File: src/rtl/root_5_multi_cycle_if.sv
// Argument/result handshake for the iterative fifth-root unit.
// The unit sits on the slave side; whoever supplies arguments is the master.
interface root_5_multi_cycle_if #(
  parameter int w = 8
);
  localparam int r = (w + 4) / 5;

  logic         arg_vld;
  logic         arg_rdy;
  logic [w-1:0] arg;
  logic         res_vld;
  logic [r-1:0] res;

  modport master (output arg_vld, arg, input arg_rdy, res_vld, res);
  modport slave  (input arg_vld, arg, output arg_rdy, res_vld, res);
endinterface

File: src/rtl/root_5_multi_cycle.sv
// Iterative unsigned fifth root: res = floor(arg^(1/5)), one root bit per
// pass, each pass raising the candidate to the fifth power on one multiplier.
module root_5_multi_cycle #(
  parameter int w = 8
) (
  input  logic                 clk,
  input  logic                 rst,
  root_5_multi_cycle_if.slave  bus
);
  localparam int r  = (w + 4) / 5;
  localparam int aw = 5 * r;
  localparam int iw = (r > 1) ? $clog2(r) : 1;

  localparam logic [1:0] IDLE = 2'd0;
  localparam logic [1:0] MUL  = 2'd1;
  localparam logic [1:0] CMP  = 2'd2;
  localparam logic [1:0] DONE = 2'd3;

  localparam logic [iw-1:0] I_TOP   = iw'(r - 1);
  localparam logic [r-1:0]  TOP_BIT = r'(1) << (r - 1);

  function automatic logic [r-1:0] bit_at(input logic [iw-1:0] idx);
    return r'(1) << idx;
  endfunction

  logic [1:0]    state;
  logic [1:0]    mcnt;
  logic [iw-1:0] i;
  logic [w-1:0]  arg_q;
  logic [r-1:0]  root;
  logic [r-1:0]  cand;
  logic [aw-1:0] acc;

  logic [aw-1:0] prod;
  logic [aw-1:0] arg_ext;
  logic          fits;
  logic [r-1:0]  root_upd;
  logic [iw-1:0] i_dn;
  logic [r-1:0]  cand_nxt;

  // acc never exceeds cand^5 < 2^(5r), so truncating the product is exact
  assign prod     = acc * aw'(cand);
  assign arg_ext  = aw'(arg_q);
  assign fits     = (acc <= arg_ext);
  assign root_upd = fits ? (root | bit_at(i)) : root;
  assign i_dn     = i - iw'(1);
  assign cand_nxt = root_upd | bit_at(i_dn);

  assign bus.arg_rdy = (state == IDLE);

  // Control: sequencing, bit index, multiply count and the result port
  always_ff @(posedge clk) begin
    if (rst) begin
      state       <= IDLE;
      mcnt        <= 2'd0;
      i           <= I_TOP;
      bus.res_vld <= 1'b0;
      bus.res     <= '0;
    end else begin
      bus.res_vld <= 1'b0;
      case (state)
        IDLE: begin
          if (bus.arg_vld) begin
            i     <= I_TOP;
            mcnt  <= 2'd0;
            state <= MUL;
          end
        end
        MUL: begin
          mcnt <= mcnt + 2'd1;
          if (mcnt == 2'd3) state <= CMP;
        end
        CMP: begin
          if (i == '0) begin
            // result register loads on entry to DONE so it is current while res_vld is high
            bus.res     <= root_upd;
            bus.res_vld <= 1'b1;
            state       <= DONE;
          end else begin
            i     <= i_dn;
            mcnt  <= 2'd0;
            state <= MUL;
          end
        end
        DONE:    state <= IDLE;
        default: state <= IDLE;
      endcase
    end
  end

  // Datapath: latched argument, partial root, candidate and power accumulator
  always_ff @(posedge clk) begin
    case (state)
      IDLE: begin
        if (bus.arg_vld) begin
          arg_q <= bus.arg;
          root  <= '0;
          cand  <= TOP_BIT;
          acc   <= aw'(TOP_BIT);
        end
      end
      MUL: acc <= prod;
      CMP: begin
        root <= root_upd;
        if (i != '0) begin
          cand <= cand_nxt;
          acc  <= aw'(cand_nxt);
        end
      end
      default: ;
    endcase
  end
endmodule

File: src/flat_wrapper.sv
// flat-port wrapper written by rule: the top's interface ports become plain ports
module root_5_multi_cycle_flat 
#(
  parameter int w = 8
)
  (clk, rst, bus_arg_vld, bus_arg, bus_arg_rdy, bus_res_vld, bus_res);
  root_5_multi_cycle_if #(.w(w)) bus_i ();
  input  logic clk;
  input  logic rst;
  input wire logic [$bits(bus_i.arg_vld)-1:0] bus_arg_vld;
  input wire logic [$bits(bus_i.arg)-1:0] bus_arg;
  output wire logic [$bits(bus_i.arg_rdy)-1:0] bus_arg_rdy;
  output wire logic [$bits(bus_i.res_vld)-1:0] bus_res_vld;
  output wire logic [$bits(bus_i.res)-1:0] bus_res;
  assign bus_i.arg_vld = bus_arg_vld;
  assign bus_i.arg = bus_arg;
  assign bus_arg_rdy = bus_i.arg_rdy;
  assign bus_res_vld = bus_i.res_vld;
  assign bus_res = bus_i.res;
  root_5_multi_cycle #(.w(w)) u_core (.clk(clk), .rst(rst), .bus(bus_i));
endmodule
File: config.mk
export PLATFORM = sky130hd
export DESIGN_NAME = root_5_multi_cycle_flat
export DESIGN_NICKNAME = d
export VERILOG_FILES = /design/src/rtl/root_5_multi_cycle_if.sv /design/src/rtl/root_5_multi_cycle.sv /design/src/flat_wrapper.sv
export SDC_FILE = /design/constraint.sdc
export NUM_CORES = 1
export LEC_CHECK = 0
export CAP_MARGIN = 20
export CORE_MARGIN = 8
export CORE_UTILIZATION = 35
export DETAILED_ROUTE_END_ITERATION = 16
export PLACE_DENSITY = 0.61
export SLEW_MARGIN = 40
export SYNTH_ARGS = -nofsm -noshare
export SYNTH_HDL_FRONTEND = slang
export SYNTH_SLANG_ARGS = --single-unit
File: constraint.sdc
create_clock -name clk -period 3.15 [get_ports clk]
set_input_delay 0.315 -clock clk [delete_from_list [all_inputs] [get_ports clk]]
set_output_delay 0.315 -clock clk [all_outputs]
set_load 0.02 [all_outputs]
==> results.ini, run 1 <==
[status]
outcome=finished, final reports clean

[routing]
wl_per_cell_um=12.8
drt_iter0_markers=48
drc_errors=0
viasPerCell=4.77
vias=1308
drt-total-wl_um=3510
dr.pass1.iters=4
postRouteAntennaNets=0

[pwr]
ir_drop_mv=0.433
power_density_mw_per_mm2=835
power_leakage_uw=0.000896
total_power_uw=1810

[flow_run]
maxCapViolations=0

[logic_synthesis]
ys_seq_elements=30
netlist_instances=183
syn-cell-area_mm2=0.00183
syn_nets=216
synth_edf_count=22
async_flop_share_pct=0
ys_seq_area_share_pct=44.8
ys.warnings.count=0
ys_types=41
yosys_most_used_dff=edfxtp_1
syn_avg_cell_area_um2=10.0

[cells_and_area]
area_growth_pct=18.3
layout_commonest_cell=edfxtp_1
drive_gt1_share_pct=7.35
nNetsFinal=236
most-common-layout-cells=edfxtp_1, ha_1, inv_1
diodes=0

[critical_path]
startpoint_type=register
worstPathMaxFanout=9
r2r-start=u_core.cand[1]
worstReg2RegEnd=u_core.acc[9]
r2r_slack_ps=770
crit_path_max_incr_delay_ps=480
end_kind=register
crit_chain=and2_1 > ha_1 > inv_1 > fa_1 > nor2b_4 > o31a_1 > o211a_1 > or3_1 > a21oi_1
cp.required_ps=3290
criticalPathCategory=reg2reg
arrival_ps=2510
crit_start=u_core.cand[1]
reg2regPathDepth=9
slowest_stage=edfxtp_1

[clocking]
cts_buffer_depth=2
post_cts_buffers=0
clock-sinks=30
clkTransAtPathRegs_ps=70
cts_root_buffer=clkbuf_8
cts_resized=0
numCtsBuffers=5
ctsHoldBuffers=0
htree_levels=2
worst_skew_pair.late_latency_ps=280
cts_tree=built

[sta]
setup_viol=0
fin_worst_skew_ps=4.85
setup_tns_ps=0
drv_slew=0
timing.final.crit_period_ps=2380
finalHoldViolCount=0
setup_ws_ps=775
slew_headroom_pct=73.5
fmax_mhz=421
rsz0062_at_grt=false
finalCritPeriodShare_pct=75.4
worstMarginPinSlew_ps=393

[hold_path]
min_to=u_core.bus.res[1]
holdCritStartpoint=u_core.bus.res[1]
whs_path_depth=2
holdCritPathClass=reg2reg

[grt]
grt_usage_pct=9.85
grt_pass1_vias=1288
grt_pass1_wl_um=5980
grt_max_degree=15
overflow=0
grt_antenna_before_repair=0

[floorplan]
die_h_um=88.4
ioPinCount=15
die_x_um=88.4
core_mm2=0.00507
start_util_pct=36.1
die_area_mm2=0.00781
num_rows=26

[placed_design]
dpl.hpwl_um=2710
portBuffers=14
place_ws_ps=778
gp_congestion=0.821

Yosys cell counts, types with 2 or more instances:
master    count  share of area (%)
nor2_1       12                2.5
o21a_1        4                1.6
a21oi_1      10                2.7
and2_1       15                5.1
nand2_1      17                3.5
xor2_1        2               0.96
dfxtp_1       8                8.7
nor3_1        8                2.2
nor2b_1       2               0.68
nand2b_1      3                1.0
inv_1        18                3.7
o21ai_0      10                2.7
nand3_1       3               0.82
a211oi_1      3                1.2
edfxtp_1     22                 36
ha_1         21                 14
power breakdown:
part	switching (µW)	total [µW]	internal [µW]
Sequential	88.2	658	570
Clock	154	386	233
Combinational	427	766	339
Total	669	1810	1140
cell families (layout without fill, tap and decap cells):
group / count (synthesis) / in the layout / share of synthesized area [%]
simple gates: 68 / 68 / 19.5
compound gates: 39 / 39 / 14.1
flops: 30 / 30 / 44.8
fa+ha+maj: 22 / 22 / 15.4
buf+inv: 20 / 41 / 4.16
xor+xnor: 3 / 3 / 1.43
mux: 1 / 1 / 0.546
flip-flops by register name (all words and copies together) (netlist names):
signal,count
u_core.acc,10
u_core.bus.res,2
u_core.mcnt,2
u_core.i,1
u_core.root,2
u_core.state,2
u_core.cand,2
u_core.arg_q,8
u_core.bus.res_vld,1
stage by stage:
stage,utilization [%],std cells,hold WS [ps],area [µm²]
final,42.7,274,458,2170
after global placement,40.6,266,448,2060
after detailed placement,40.6,266,457,2060
after floorplan,-,183,414,1830
after CTS,42.7,274,465,2170
after global routing,42.7,274,498,2170
layer usage:
layer  global-route usage [%]  routed length (µm)
met5                        0                   0
met1                     11.3                1660
met3                     3.71                 146
met2                     16.2                1640
met4                     3.69                  58
critical path, delay by kind of cell, from the launching register on:
family | cells | cell delay [ps]
AND/OR/NAND/NOR | 3 | 610
adder cells (fa/ha/maj) | 2 | 440
AO/OA/AOI/OAI | 3 | 640
buffers and inverters | 1 | 70
flip-flops | 1 | 480
cell type report:
cell class / count / area [µm²]
fill: 508 / 2910
clock buffer: 5 / 68.8
sequential: 30 / 821
multi-input combinational: 133 / 936
timing repair buffer: 15 / 148
clock inverter: 3 / 40.0
inverter: 18 / 67.6
tap: 70 / 87.6
how the worst max path moves through the flow:
stage               slack (ps)       endpoint
detailed placement         780  u_core.acc[9]
CTS                        760  u_core.acc[9]
finish                     770  u_core.acc[9]
global placement           830  u_core.acc[9]
global route               610  u_core.acc[9]
floorplan                  890  u_core.acc[0]
Power figures use the tool's default switching activity.
==> inputs of run 2 (changes only) <==
clock period = 2.3 ns   (was 3.15 ns; I/O delays follow)
==> run 2 against run 1 <==
  * Via count grew 6.0%
  * Sequential power grew 35%
  * Total power grew 39%
  * Critical endpoint unchanged
  * Largest power group unchanged
==> results.ini, run 2 (synthesized netlist as in run 1, its figures left out) <==
[cells_and_area]
multi_input_area_um2=986
fin_cells=282
nNetsFinal=244
diodes=0
ff_latch_area_um2=821
n_fill_cell=509
area_growth_pct=23.3
most-common-layout-cells=edfxtp_1, inv_1, nand2_1
drive_gt1_share_pct=16.0
layout_commonest_cell=edfxtp_1
max_flop_register=u_core.acc
reg.largest.list=u_core.acc x10, u_core.arg_q x8
largest_reg_flops=10

[clocking]
ctsHoldBuffers=0
numCtsBuffers=5
htree_levels=2
worst_skew_pair.late_latency_ps=280
cts_root_buffer=clkbuf_8
clkTransAtPathRegs_ps=70
cts_buffer_depth=2
clock-sinks=30
cts_tree=built

[critical_path]
end_kind=register
startpoint_type=register
arrival_ps=2350
crit_path_max_incr_delay_ps=410
crit_chain=buf_6 > and2_1 > ha_4 > nor2b_4 > o31a_1 > o211a_1 > or3_4 > a21oi_2
slowest_stage=edfxtp_1
criticalPathCategory=reg2reg
worstPathMaxFanout=8
cp.required_ps=2440

[sta]
setup_viol=0
finalHoldViolCount=0
slew_headroom_pct=72.4
timing.final.crit_period_ps=2200
finalCritPeriodShare_pct=95.8
setup_tns_ps=0
drv_slew=0
worstMarginPinSlew_ps=410
fmax_mhz=454
fin_worst_skew_ps=6.63

[grt]
grt_max_degree=15
grt_antenna_before_repair=0
grt_usage_pct=10.6
grt_pass1_wl_um=6460
grt_pass1_vias=1372
overflow=0

[floorplan]
die_area_mm2=0.00781
num_rows=26
die_x_um=88.4
core_mm2=0.00507
ioPinCount=15
die_h_um=88.4
start_util_pct=36.1

[pwr]
internal_power_uw=1540
switching_share_pct=38.6
power_leakage_uw=0.000913
power_density_mw_per_mm2=1110
ir_drop_mv=0.567
sequentialPowerShare_pct=35.4
p_clk_share_pct=16.6
total_power_uw=2510
p_switching_uw=967
p_comb_share_pct=48.0

[routing]
drt-total-wl_um=3820
wl_per_cell_um=13.5
vias=1386
postRouteAntennaNets=0
drc_errors=0
dr.pass1.iters=4
viasPerCell=4.91
drt_iter0_markers=80

[placed_design]
portBuffers=14
gp_congestion=0.820
dp_cells=271
dpl.hpwl_um=2820

[flow_run]
maxCapViolations=0

[status]
outcome=finished, final reports clean

[hold_path]
holdCritPathClass=reg2reg

[run 2: worst paths after layout]
check | start | end | slack [ps] | cells after the start
worst max-delay path | u_core.cand[1] | u_core.acc[9] | 100 | 8
worst min-delay path | u_core.bus.res[1] | u_core.bus.res[1] | 470 | 2
worst max register to register | u_core.cand[1] | u_core.acc[9] | 100 | 8
worst min register to register | u_core.bus.res[1] | u_core.bus.res[1] | 470 | 2
[run 2: power by group through the flow]
stage / logic [µW] / clock network (µW) / registers, µW
3_3_place_gp: 1090 / 0 / 904
2_1_floorplan: 816 / 0 / 869
5_1_grt: 1390 / 453 / 908
6_report: 1200 / 417 / 888
4_1_cts: 1120 / 429 / 891
3_5_place_dp: 1090 / 0 / 910
[run 2: worst max-delay path: cells and delay by family (launching register included)]
kind,cells,cell delay [ps]
fa+ha+maj,1,250
flops,1,410
buf+inv,1,150
simple gates,3,650
compound gates,3,590
[run 2: layout make-up]
cell class | instances | area share [%]
inverters | 18 | 2.99
clock buffers | 5 | 3.05
repair buffers | 23 | 9.41
multi-input cells | 133 | 43.6
clock inverters | 3 | 0.720
well taps | 70 | 3.88
flip-flops and latches | 30 | 36.3
[run 2: metal layers]
layer,routed length (µm),track usage (%)
met1,1770,13.0
met2,1860,17.0
met3,160,4.09
met4,25,2.46
met5,0,0
[run 2: metrics by stage]
step / cell area (µm²) / hold WS [ps] / worst slack (ps) / utilization [%]
final: 2260 / 469 / 96.1 / 44.5
after global routing: 2260 / 490 / -4.87 / 44.5
after CTS: 2190 / 468 / 13.7 / 43.2
after detailed placement: 2100 / 457 / -46.4 / 41.3
after global placement: 2100 / 448 / 20.6 / 41.3
after floorplan: 1830 / 329 / 35.6 / -
[run 2: repair_timing]
| item | CTS | global route |
|---|---|---|
| setup buffers | 2 | 1 |
| pin swaps | 0 | 7 |
| gates cloned | 0 | 0 |
| setup endpoints to repair | 1 | 4 |
| resized for setup | 0 | 16 |
==> inputs of run 3 (changes only) <==
CORE_ASPECT_RATIO = 0.5   (was not set)
==> run 3 against run 2 <==
  * Clock-buffer cell count is the same
  * Clock power shrank 2%
  * Clock skew grew 3.4 ps
  * Setup slack lost 39 ps
  * Sequential power grew 1%
==> results.ini, run 3 (synthesized netlist as in run 1, its figures left out) <==
[cells_and_area]
area_growth_pct=25.0
finish.instance_area_mm2=0.00229
multi_input_area_mm2=0.00100
n_fill_cell=466
final_core_util_pct=46.0
layout_commonest_cell=edfxtp_1
nNetsFinal=246
most-common-layout-cells=edfxtp_1, inv_1, nand2_1, ha_1
largest_reg_flops=10
fin_cells=284
reg.largest.list=u_core.acc x10, u_core.arg_q x8
max_flop_register=u_core.acc
drive_gt1_share_pct=16.4
diodes=0
ff_latch_area_um2=821

[sta]
setup_ws_ps=57.5
finalHoldViolCount=0
timing.final.crit_period_ps=2240
fmax_mhz=446
fin_worst_skew_ps=10.0
slew_headroom_pct=75.6
rsz0062_at_grt=true
setup_viol=0
drv_slew=0
finalCritPeriodShare_pct=97.5
worstMarginPinSlew_ps=362

[critical_path]
startpoint_type=register
r2r_slack_ps=60
worstReg2RegEnd=u_core.acc[9]
worstPathMaxFanout=8
end_kind=register
r2r-start=u_core.cand[1]
criticalPathCategory=reg2reg
cp.required_ps=2430
reg2regPathDepth=8
arrival_ps=2370

[grt]
grt_max_degree=15
grt_antenna_before_repair=0
grt_pass1_vias=1346
grt_usage_pct=9.69
grt_pass1_wl_um=6200
overflow=0

[pwr]
power_leakage_uw=0.000926
sequentialPowerShare_pct=35.0
power_density_mw_per_mm2=1120
ir_drop_mv=0.632
p_clk_share_pct=16.0
p_comb_share_pct=49.0
switching_share_pct=38.7
p_switching_uw=992
internal_power_uw=1570

[placed_design]
place_ws_ps=-81.6
dp_cells=272
dpl.hpwl_um=2960
detailed_place.area_mm2=0.00210
gp_congestion=0.861
portBuffers=14

[routing]
wl_per_cell_um=13.4
drt_iter0_markers=59
dr.pass1.iters=4
drt-total-wl_um=3800
viasPerCell=4.90
drc_errors=0
postRouteAntennaNets=0
vias=1392

[floorplan]
core_mm2=0.00498
start_util_pct=36.8
die_x_um=118
die_h_um=67.2
ioPinCount=15
num_rows=18
die_area_mm2=0.00795

[clocking]
cts_buffer_depth=2
clkTransAtPathRegs_ps=70
ctsHoldBuffers=0
numCtsBuffers=5
cts_root_buffer=clkbuf_8
worst_skew_pair.late_latency_ps=280
clock-sinks=30
htree_levels=2
cts_tree=built

[hold_path]
whs_path_depth=2
min_to=u_core.bus.res[1]
holdCritPathClass=reg2reg
holdCritStartpoint=u_core.bus.res[1]

[flow_run]
maxCapViolations=0

[status]
outcome=finished, final reports clean

[run 3: routing by layer]
metal	GRT usage, %	part of all wire, %	vias to the layer above
met1	12.3	50	666
met5	0	0	-
met4	3.95	0.71	0
met2	15.5	45	19
li1	-	-	705
met3	2.75	4.2	2
[run 3: per-stage QoR]
stage               setup TNS [ps]  total power (µW)  hold slack (ps)
global route                 -90.1              2770              478
global placement                 0              2010              450
CTS                              0              2480              469
detailed placement           -85.7              2040              452
finish                           0              2560              467
floorplan                        0              1680              329
[run 3: final cells by class]
class                   instances  share of cell area (%)
well taps                      70                    3.82
multi-input cells             133                    43.8
repair buffers                 25                    9.89
inverters                      18                    2.95
clock buffers                   5                    3.00
clock inverters                 3                   0.710
flip-flops and latches         30                    35.8
[run 3: power groups by stage]
stage | Clock (µW) | Combinational [µW] | Sequential, µW
finish | 410 | 1250 | 898
global route | 443 | 1400 | 922
CTS | 420 | 1160 | 897
detailed placement | 0 | 1120 | 913
global placement | 0 | 1100 | 910
floorplan | 0 | 816 | 869
[run 3: how the worst max path moves through the flow]
stage,slack [ps],endpoint,cells past startpoint,from
after floorplan,40,u_core.acc[0],6,u_core.state[0]
after global placement,30,u_core.acc[9],9,u_core.cand[1]
after detailed placement,-80,u_core.acc[9],9,u_core.cand[1]
after CTS,5,u_core.acc[9],8,u_core.cand[1]
after global routing,-80,u_core.acc[9],9,u_core.cand[0]
final,60,u_core.acc[9],8,u_core.cand[1]
[run 3: timing repair]
action,4_1_cts,5_1_grt
setup buffers,3,1
resized for setup,3,11
pin swaps,0,2
hold endpoints to repair,0,0
setup endpoints to repair,2,3
[run 3: worst max-delay path: stages, from the launching register on]
cell	delay (ps)
edfxtp_1	420
buf_6	160
and2_1	160
ha_4	250
nor2b_4	130
o31a_1	260
o211a_1	240
or3_1	360
a21oi_2	120
